`src/rtl/fifo_wr_arbiter_ctrl.sv`:
```
// fifo_wr_arbiter_ctrl
//   Pointer controller and two-port round-robin write arbiter for a shared
//   2**ADDR_W-entry FIFO RAM. Two requesters share one RAM write port, and one
//   reader pops. The block owns the wrap-bit pointers and derives Full, Empty
//   and COUNT from them.
//
//   Ports:
//     clk, rst_n              clock (rising edge), async active-low reset
//     REQ0/DIN0/GNT0          requester 0 request, data, combinational grant
//     REQ1/DIN1/GNT1          requester 1 request, data, combinational grant
//     RD_REQ                  reader pop request
//     RAM_WE/WADDR/WDATA      RAM write port
//     RAM_RE/RADDR            RAM read port (RAM data valid one cycle later)
//     WR_PTR, RD_PTR          ADDR_W+1 bit pointers, MSB is the wrap bit
//     Full, Empty, COUNT      occupancy, derived from the registered pointers
//
//   Optional feature macro: FIFO_ERR_FLAG_EN
//     Adds sticky OVF (request while Full) and UDF (pop while Empty) outputs.
//     These flags clear only on reset.
module fifo_wr_arbiter_ctrl #(
  parameter int unsigned ADDR_W = 8,
  parameter int unsigned DATA_W = 8
) (
  input  logic              clk,
  input  logic              rst_n,
  input  logic              REQ0,
  input  logic [DATA_W-1:0] DIN0,
  output logic              GNT0,
  input  logic              REQ1,
  input  logic [DATA_W-1:0] DIN1,
  output logic              GNT1,
  input  logic              RD_REQ,
  output logic              RAM_WE,
  output logic [ADDR_W-1:0] RAM_WADDR,
  output logic [DATA_W-1:0] RAM_WDATA,
  output logic              RAM_RE,
  output logic [ADDR_W-1:0] RAM_RADDR,
  output logic [ADDR_W:0]   WR_PTR,
  output logic [ADDR_W:0]   RD_PTR,
  output logic              Full,
  output logic              Empty,
  output logic [ADDR_W:0]   COUNT
`ifdef FIFO_ERR_FLAG_EN
  ,
  output logic              OVF,
  output logic              UDF
`endif
);

  localparam int unsigned PTR_W = ADDR_W + 1;

  logic [PTR_W-1:0] wr_ptr_q, wr_ptr_d;
  logic [PTR_W-1:0] rd_ptr_q, rd_ptr_d;
  logic             prio_q, prio_d;
  logic             full_c, empty_c;
  logic             gnt0_c, gnt1_c, we_c, re_c;

  // Occupancy from the registered pointers only
  always_comb begin
    empty_c = (wr_ptr_q == rd_ptr_q);
    full_c  = (wr_ptr_q[ADDR_W] != rd_ptr_q[ADDR_W]) &&
              (wr_ptr_q[ADDR_W-1:0] == rd_ptr_q[ADDR_W-1:0]);
  end

  // Arbitration; grants and enables are held low while reset is asserted
  always_comb begin
    gnt0_c = 1'b0;
    gnt1_c = 1'b0;
    if (rst_n && !full_c) begin
      if (REQ0 && REQ1) begin
        gnt0_c = !prio_q;
        gnt1_c = prio_q;
      end else begin
        gnt0_c = REQ0;
        gnt1_c = REQ1;
      end
    end
    we_c = gnt0_c | gnt1_c;
    re_c = rst_n & RD_REQ & !empty_c;
  end

  // Next-state: pointers advance on accepted transfers, priority flips to the loser
  always_comb begin
    wr_ptr_d = wr_ptr_q;
    rd_ptr_d = rd_ptr_q;
    prio_d   = prio_q;
    if (we_c) begin
      wr_ptr_d = wr_ptr_q + PTR_W'(1);
    end
    if (re_c) begin
      rd_ptr_d = rd_ptr_q + PTR_W'(1);
    end
    if (gnt0_c) begin
      prio_d = 1'b1;
    end else if (gnt1_c) begin
      prio_d = 1'b0;
    end
  end

  always_ff @(posedge clk or negedge rst_n) begin
    if (!rst_n) begin
      wr_ptr_q <= '0;
      rd_ptr_q <= '0;
      prio_q   <= 1'b0;
    end else begin
      wr_ptr_q <= wr_ptr_d;
      rd_ptr_q <= rd_ptr_d;
      prio_q   <= prio_d;
    end
  end

`ifdef FIFO_ERR_FLAG_EN
  logic ovf_q, ovf_d;
  logic udf_q, udf_d;

  // Sticky error flags, judged against the registered Full/Empty
  always_comb begin
    ovf_d = ovf_q | ((REQ0 | REQ1) & full_c);
    udf_d = udf_q | (RD_REQ & empty_c);
  end

  always_ff @(posedge clk or negedge rst_n) begin
    if (!rst_n) begin
      ovf_q <= 1'b0;
      udf_q <= 1'b0;
    end else begin
      ovf_q <= ovf_d;
      udf_q <= udf_d;
    end
  end

  assign OVF = ovf_q;
  assign UDF = udf_q;
`endif

  assign GNT0      = gnt0_c;
  assign GNT1      = gnt1_c;
  assign RAM_WE    = we_c;
  assign RAM_WADDR = wr_ptr_q[ADDR_W-1:0];
  assign RAM_WDATA = gnt1_c ? DIN1 : DIN0;
  assign RAM_RE    = re_c;
  assign RAM_RADDR = rd_ptr_q[ADDR_W-1:0];
  assign WR_PTR    = wr_ptr_q;
  assign RD_PTR    = rd_ptr_q;
  assign Full      = full_c;
  assign Empty     = empty_c;
  assign COUNT     = wr_ptr_q - rd_ptr_q;

endmodule

```
`config.mk`:
```
export PLATFORM = sky130hd
export DESIGN_NAME = fifo_wr_arbiter_ctrl
export DESIGN_NICKNAME = d
export VERILOG_FILES = /design/src/rtl/fifo_wr_arbiter_ctrl.sv
export SDC_FILE = /design/constraint.sdc
export NUM_CORES = 1
export LEC_CHECK = 0
export ABC_AREA = 1
export CAP_MARGIN = 15
export CORE_MARGIN = 4
export CORE_UTILIZATION = 35
export CTS_CLUSTER_DIAMETER = 50
export DETAILED_ROUTE_END_ITERATION = 16
export GPL_TIMING_DRIVEN = 0
export PLACE_DENSITY = 0.75
export SKIP_CTS_REPAIR_TIMING = 1
export SYNTH_ARGS = -nofsm -noshare
export SYNTH_HDL_FRONTEND = slang
export SYNTH_SLANG_ARGS = --single-unit
```
`constraint.sdc`:
```
create_clock -name clk -period 3.65 [get_ports clk]
set_clock_uncertainty 0.05 [all_clocks]
set_input_delay 0.5475 -clock clk [delete_from_list [all_inputs] [get_ports clk]]
set_output_delay 0.5475 -clock clk [all_outputs]
set_load 0.005 [all_outputs]
```
Word-level counts from Yosys, hierarchy flattened
Index checks and enable logic that the tools add are counted.
{"block": "op_classes", "n_addsub": 3, "n_eq_ne": 3, "muxes": 7, "bitwise_logic": 3, "n_reduce_logical": 7}
{"operator": "adder 9 x 1 -> 9 bit (second input constant)", "n": 2}
{"operator": "== test 9 bit", "n": 1}
{"operator": "subtractor 9 bit", "n": 1}
{"operator": "== test 8 bit", "n": 1}
{"operator": "2-to-1 mux 8 bit", "n": 1}
{"operator": "2-to-1 mux 1 bit", "n": 6}
{"operator": "logical AND 1 bit", "n": 3}
{"operator": "logical NOT 1 bit", "n": 3}
{"operator": "bitwise AND 1 bit", "n": 2}
{"operator": "nonzero test 2 bit", "n": 1}
{"operator": "!= test 1 bit", "n": 1}
{"operator": "OR 1 bit", "n": 1}
{"block": "word_totals", "register_bits": 19, "inputBits": 21, "out_inout_bits": 57, "word_cells": 26}

Longest topological paths before layout
Gate-level depths: netlist of run 1.
{"block": "depth", "word_depth": 7, "ltp_mapped": 10, "ltp_nobuf": 9}

Worst setup path after synthesis of run 1
Ideal clock, no wire load.
{"block": "synth_timing", "kind": "register to output", "startpoint": "register wr_ptr_q[0], in the netlist WR_PTR[0]", "endpoint": "output port COUNT[6]", "arrival_time_ns": 1.680, "required_ns": 3.053, "slack_ns": 1.373, "path_stages_with_launch": 9, "path_buffers": 0, "path_cell_list": "dfrtp_1 inv_1 ha_1 fa_1 o21ai_0 nand3_1 nand2_1 nand2_1 nand2_1"}
{"block": "synth_via", "elab_chain_cells": 1}
{"item": "from (decl)", "line": "52", "source": "logic [PTR_W-1:0] wr_ptr_q, wr_ptr_d;"}
{"item": "from (signal assigned)", "line": "106", "source": "wr_ptr_q <= wr_ptr_d;"}
{"item": "subtractor 9 bit", "line": "147", "source": "assign COUNT = wr_ptr_q - rd_ptr_q;"}
{"item": "to (decl)", "line": "42", "source": "output logic [ADDR_W:0] COUNT"}
Every way passes these cells.

Final worst setup path of run 1
Same ends and word-level chain as after synthesis.

==> results.md, run 1 <==
* Status: complete, no violations
* Total gr overflow at 0
* Routability Congestion at 0.804
* Hold Path Class: flop to flop
* Top cell by count, worst path: nand2_1
* Chip Height at 78.7 µm
* Fin. Hold Viols at 0
* First-pass GRT wire length at 7950 µm
* Critical Path AT at 2690 ps
* DP Worst Slack at 149 ps
* Post-synth EDFFs at 0
* Async SR Flop Fraction at 100%
* Period utilisation layout at 90.0%
* Crit-path slowest cell: clkdlybuf4s50_1
* Routed length per instance at 11.0 µm
* CTS sink cnt at 19
* Worst Slack Setup Final at 364 ps
* Vias post-DR at 1827
* PD cells at 685 mW/mm²
* Largest net degree at the start of global routing at 25
* HPWL after DPL at 3620 µm
* Most common cell in the netlist: nand2_1
* Flops & latches, synth at 19
* Layout fillers at 459
* Synth cell types at 26
* Clock latency on the worst-skew pair at 260 ps
* GRT Overall Usage at 15.5%
* Kind of critical path: flop to primary output
* Fin. max-slew vios at 0
* Post-Syn Instances at 257
* Sequential element share of the synthesized area at 27.2%
* Final-stage net count at 372
* Ratio of cells with drive above 1 in the final layout at 10.6%
* I/O Buffers at 77
* Max cap viols at 0
* Syn Area/Cell at 6.80 µm²
* Worst path buffer plus inverter count at 2
* Crit-path max cell delay at 530 ps
* CTS tree: yes
* Post-layout minimum cycle time at 3290 ps
* Core area at 0.00479 mm²
* Synth top area cells: dfrtp_1 (27%), nand2_1 (24%), ha_1 (7.2%)
* Worst Path Required at 3050 ps
* H-tree depth at 1
* Post-route ant nets at 0
* Syn-to-layout area delta at 52.3%
* Starting Density at 36.5%
* Post-route cell area at 0.00266 mm²
* Clock slew at reported path FFs at 80 ps
* Leak pwr at 1.34 nW
* Mapped Nets at 289
* # rows at 25
* I/O pin cnt at 78
* Critical path launch point type: flop
* Synth area leader: dfrtp_1
* RSZ-0062 raised after global routing: no
* Die width at 78.7 µm
* DRT Pass-1 Iters at 4
* Headroom to the max-slew limit at 59.5%
* Initial antenna violation count at 0
* Hold WS at 449 ps
* CP delay by family, top: adder cells
* Yosys top cell area share at 27.2%
* Least-Margin Pin Slew at 606 ps
* Setup TNS at 0 ps
* Max Freq at 304 MHz
* Cell Area, Placed at 0.00260 mm²
* Syn Std Cell Area at 0.00175 mm²
* Routed wire length at 4460 µm
* ANT cells at 0
* Via density per instance at 4.50
* Clock Tree Buf Depth at 2
* Ys Warns at 0
* Primary FF master, synth: dfrtp_1
* Crit end category: primary output
* Post-synth top cells: nand2_1 (110), inv_1 (32), dfrtp_1 (19)
* Final setup violation count at 0
* Reg2Reg Setup Slack at 1720 ps
* Root Buffer: clkbuf_8
* Vias in the first global route at 1768
* Drt drc at 0
* Critical-path cell list: inv_1 > ha_1 > fa_1 > o21ai_0 > nand3_1 > nand2_1 > nand2_1 > nand2_1 > clkdlybuf4s50_1
* CP max FO at 6
* Max IR drop VDD at 0.864 mV
* Drt initial violations at 88
* Clock buffer count from CTS at 3
* Die area at 0.00619 mm²
where the power goes:
group / total (mW) / switching, mW / internal (mW)
clock: 0.149 / 0.0714 / 0.0776
combinational: 1.33 / 0.561 / 0.768
sequential: 0.346 / 0.0893 / 0.256
total: 1.82 / 0.722 / 1.10
state kept, by name, summed over array words and instances, names as in the netlist:
name / cells
RD_PTR: 9
prio_q: 1
WR_PTR: 9
final cells by class:
type	count	area [µm²]	area share, %
plain buffers	18	143	5.36
clock buffers	4	45.0	1.69
inverters	33	124	4.65
multi-input cells	187	1010	37.8
flip-flops and latches	19	475	17.9
well taps	67	83.8	3.15
repair buffers	78	786	29.5
per-stage QoR:
step / std cells / power, mW / util, %
finish: 406 / 1.82 / 55.6
global route: 406 / 2.02 / 55.6
CTS: 405 / 1.85 / 55.3
detailed placement: 401 / 1.68 / 54.4
global placement: 401 / 1.67 / 54.4
floorplan: 257 / 0.985 / -
layout by cell type (no fill, tap or decap), drive strengths merged:
| cell type | instances |
|---|---|
| a21oi | 6 |
| xnor2 | 2 |
| inv | 33 |
| nand2 | 116 |
| ha | 10 |
| clkbuf | 4 |
| nand4 | 4 |
| buf | 19 |
| nor3 | 1 |
| nand3b | 1 |
| xor2 | 9 |
| o211ai | 1 |
| o21ai | 8 |
| nor2 | 8 |
| nand3 | 17 |
| fa | 1 |
| dfrtp | 19 |
| o21a | 2 |
| clkdlybuf4s50 | 77 |
| a21boi | 1 |
worst paths after layout:
check                           from        end  cells past startpoint
hold / removal                prio_q     prio_q                      2
setup / recovery           WR_PTR[0]   COUNT[6]                      9
max in group asynchronous      rst_n  RD_PTR[7]                      2
min in group asynchronous      rst_n  WR_PTR[7]                      1
hold reg to reg               prio_q     prio_q                      2
setup reg to reg           RD_PTR[5]  WR_PTR[2]                     10
cells by family after synthesis:
| kind of cell | share of synthesized area, % |
|---|---|
| xor+xnor | 5.51 |
| simple gates | 37.7 |
| fa+ha+maj | 8.30 |
| compound gates | 6.01 |
| flops | 27.2 |
| buf+inv | 15.2 |
metal layers:
layer  wire length (µm)  vias up  track usage [%]
met1               2010      808             19.1
met4                 37        0             3.15
met2               2070       65             27.2
met5                  0        -                0
met3                342        4             3.78
li1                   -      950                -
worst reg2reg max path: stages (launching register included):
cell and delay, ps:
dfrtp_1 430, inv_1 110, ha_1 390, nand2_1 120, nor2_4 130, nand3_4 120
nand3_2 100, buf_6 180, nand2_8 90, nand2_1 70, nand2_1 50
Power figures use the tool's default switching activity.
==> run 2, diff against run 1 <==
CTS_BUF_LIST = sky130_fd_sc_hd__clkbuf_8   (was default)
==> run 2 against run 1 <==
Compared with the run above: worst setup slack about the same; final cell count unchanged; clock power about the same; first-iteration DRC count decreased by 1.1%; power decreased by 0.13%; sequential share of layout area unchanged; critical path depth unchanged; global-route usage unchanged; register-to-register slack about the same; count of clock-buffer cells in the layout decreased by 1; sequential power about the same; critical path type unchanged; die area unchanged.
==> results.md, run 2 (synthesis results as in run 1) <==
* Status: complete, no violations
* Vias post-DR at 1827
* Max Freq at 304 MHz
* Fin. max-slew vios at 0
* Gate power share at 73.0%
* Root Buffer: clkbuf_8
* Kind of critical path: flop to primary output
* HPWL after DPL at 3620 µm
* CTS sink cnt at 19
* Int Power at 1.10 mW
* Initial antenna violation count at 0
* Leak pwr at 1.34 nW
* Util after Layout at 55.6%
* Post-layout minimum cycle time at 3290 ps
* Drt drc at 0
* Setup TNS at 0 ps
* Clock latency on the worst-skew pair at 260 ps
* Clock Tree Buf Depth at 2
* Headroom to the max-slew limit at 59.5%
* Die area at 0.00619 mm²
* Syn-to-layout area delta at 52.3%
* Clock power share at 8.0%
* Least-Margin Pin Slew at 606 ps
* RSZ-0062 raised after global routing: no
* Clock slew at reported path FFs at 80 ps
* Core area at 0.00479 mm²
* Max IR drop VDD at 0.864 mV
* Largest net degree at the start of global routing at 25
* Critical Path AT at 2690 ps
* Via density per instance at 4.50
* Total gr overflow at 0
* Max cap viols at 0
* Sequential share of power at 19.0%
* Starting Density at 36.5%
* Reg2Reg Setup Slack at 1720 ps
* Commonest non-fill, non-tap cell in the layout: nand2_1
* First-pass GRT wire length at 7950 µm
* Crit Reg-Reg Endpoint: WR_PTR[2]
* Most frequent cells in the layout: nand2_1 (110), clkdlybuf4s50_1 (77), inv_1 (33)
* Die width at 78.7 µm
* Post-route ant nets at 0
* Vias in the first global route at 1768
* Cell Area, Placed at 0.00260 mm²
* Sw Share at 39.6%
* Setup crit end: COUNT[6]
* DRT Pass-1 Iters at 4
* CTS tree: yes
* PD cells at 684 mW/mm²
* Critical path launch point type: flop
* Launch point of the critical path: WR_PTR[0]
* Ratio of cells with drive above 1 in the final layout at 10.6%
* I/O Buffers at 77
* Post-route cell area at 0.00266 mm²
* GRT Overall Usage at 15.5%
* Switching power at 722 µW
* RR Startpoint: RD_PTR[5]
* Routed length per instance at 11.0 µm
* Clock buffer count from CTS at 3
* Drt initial violations at 87
* Worst Path Required at 3050 ps
* Routability Congestion at 0.804
* H-tree depth at 1
* Chip Height at 78.7 µm
* Hold Path Class: flop to flop
* ANT cells at 0
* # rows at 25
* Period utilisation layout at 90.0%
* Fin. Hold Viols at 0
* Crit end category: primary output
* Register-to-Register Path Depth at 10
* I/O pin cnt at 78
* Final-stage net count at 372
* Routed wire length at 4460 µm
* Final setup violation count at 0
* CP max FO at 6
## run 2: cell types whose count changed in the layout (fill, tap and decap cells not counted), sizes merged
cell,previous run,this run
clkbuf,4,3
inv,33,34
## run 2: worst min path at each step
stage	start	end	slack [ps]	cells past startpoint
6_report	prio_q	prio_q	450	2
5_1_grt	prio_q	prio_q	480	2
4_1_cts	prio_q	prio_q	460	2
3_5_place_dp	prio_q	prio_q	440	2
3_3_place_gp	prio_q	prio_q	410	2
2_1_floorplan	rst_n	RD_PTR[0]	200	0
## run 2: critical path, cell delays in order (launching register included)
cell	delay, ps
dfrtp_1	450
inv_1	90
ha_1	230
fa_1	410
o21ai_0	340
nand3_1	170
nand2_1	100
nand2_1	60
nand2_1	50
clkdlybuf4s50_1	530
## run 2: per-layer routing
metal | GRT usage, % | wire length [µm] | vias up
li1 | - | - | 949
met1 | 19.1 | 2010 | 809
met2 | 27.2 | 2070 | 65
met3 | 3.78 | 342 | 4
met4 | 3.15 | 37 | 0
met5 | 0 | 0 | -
## run 2: power groups by stage
stage	clock [mW]	combinational [mW]	sequential, mW
6_report	0.147	1.33	0.346
3_5_place_dp	0	1.33	0.351
4_1_cts	0.151	1.35	0.348
5_1_grt	0.162	1.50	0.362
3_3_place_gp	0	1.32	0.350
2_1_floorplan	0	0.652	0.333
## run 2: layout make-up
cell class | count | area (µm²)
fill | 459 | 2120
clock inverter | 1 | 3.75
tap | 67 | 83.8
sequential | 19 | 475
timing repair buffer | 78 | 786
clock buffer | 3 | 41.3
buffer | 18 | 143
inverter | 33 | 124
multi-input combinational | 187 | 1010
## run 2: metrics by stage
| step | std cells | hold slack [ps] | setup WS [ps] | power (mW) |
|---|---|---|---|---|
| detailed placement | 401 | 441 | 149 | 1.68 |
| global placement | 401 | 408 | 181 | 1.67 |
| CTS | 405 | 459 | 147 | 1.85 |
| finish | 406 | 449 | 364 | 1.82 |
| global route | 406 | 483 | 136 | 2.02 |
| floorplan | 257 | 202 | 1370 | 0.985 |
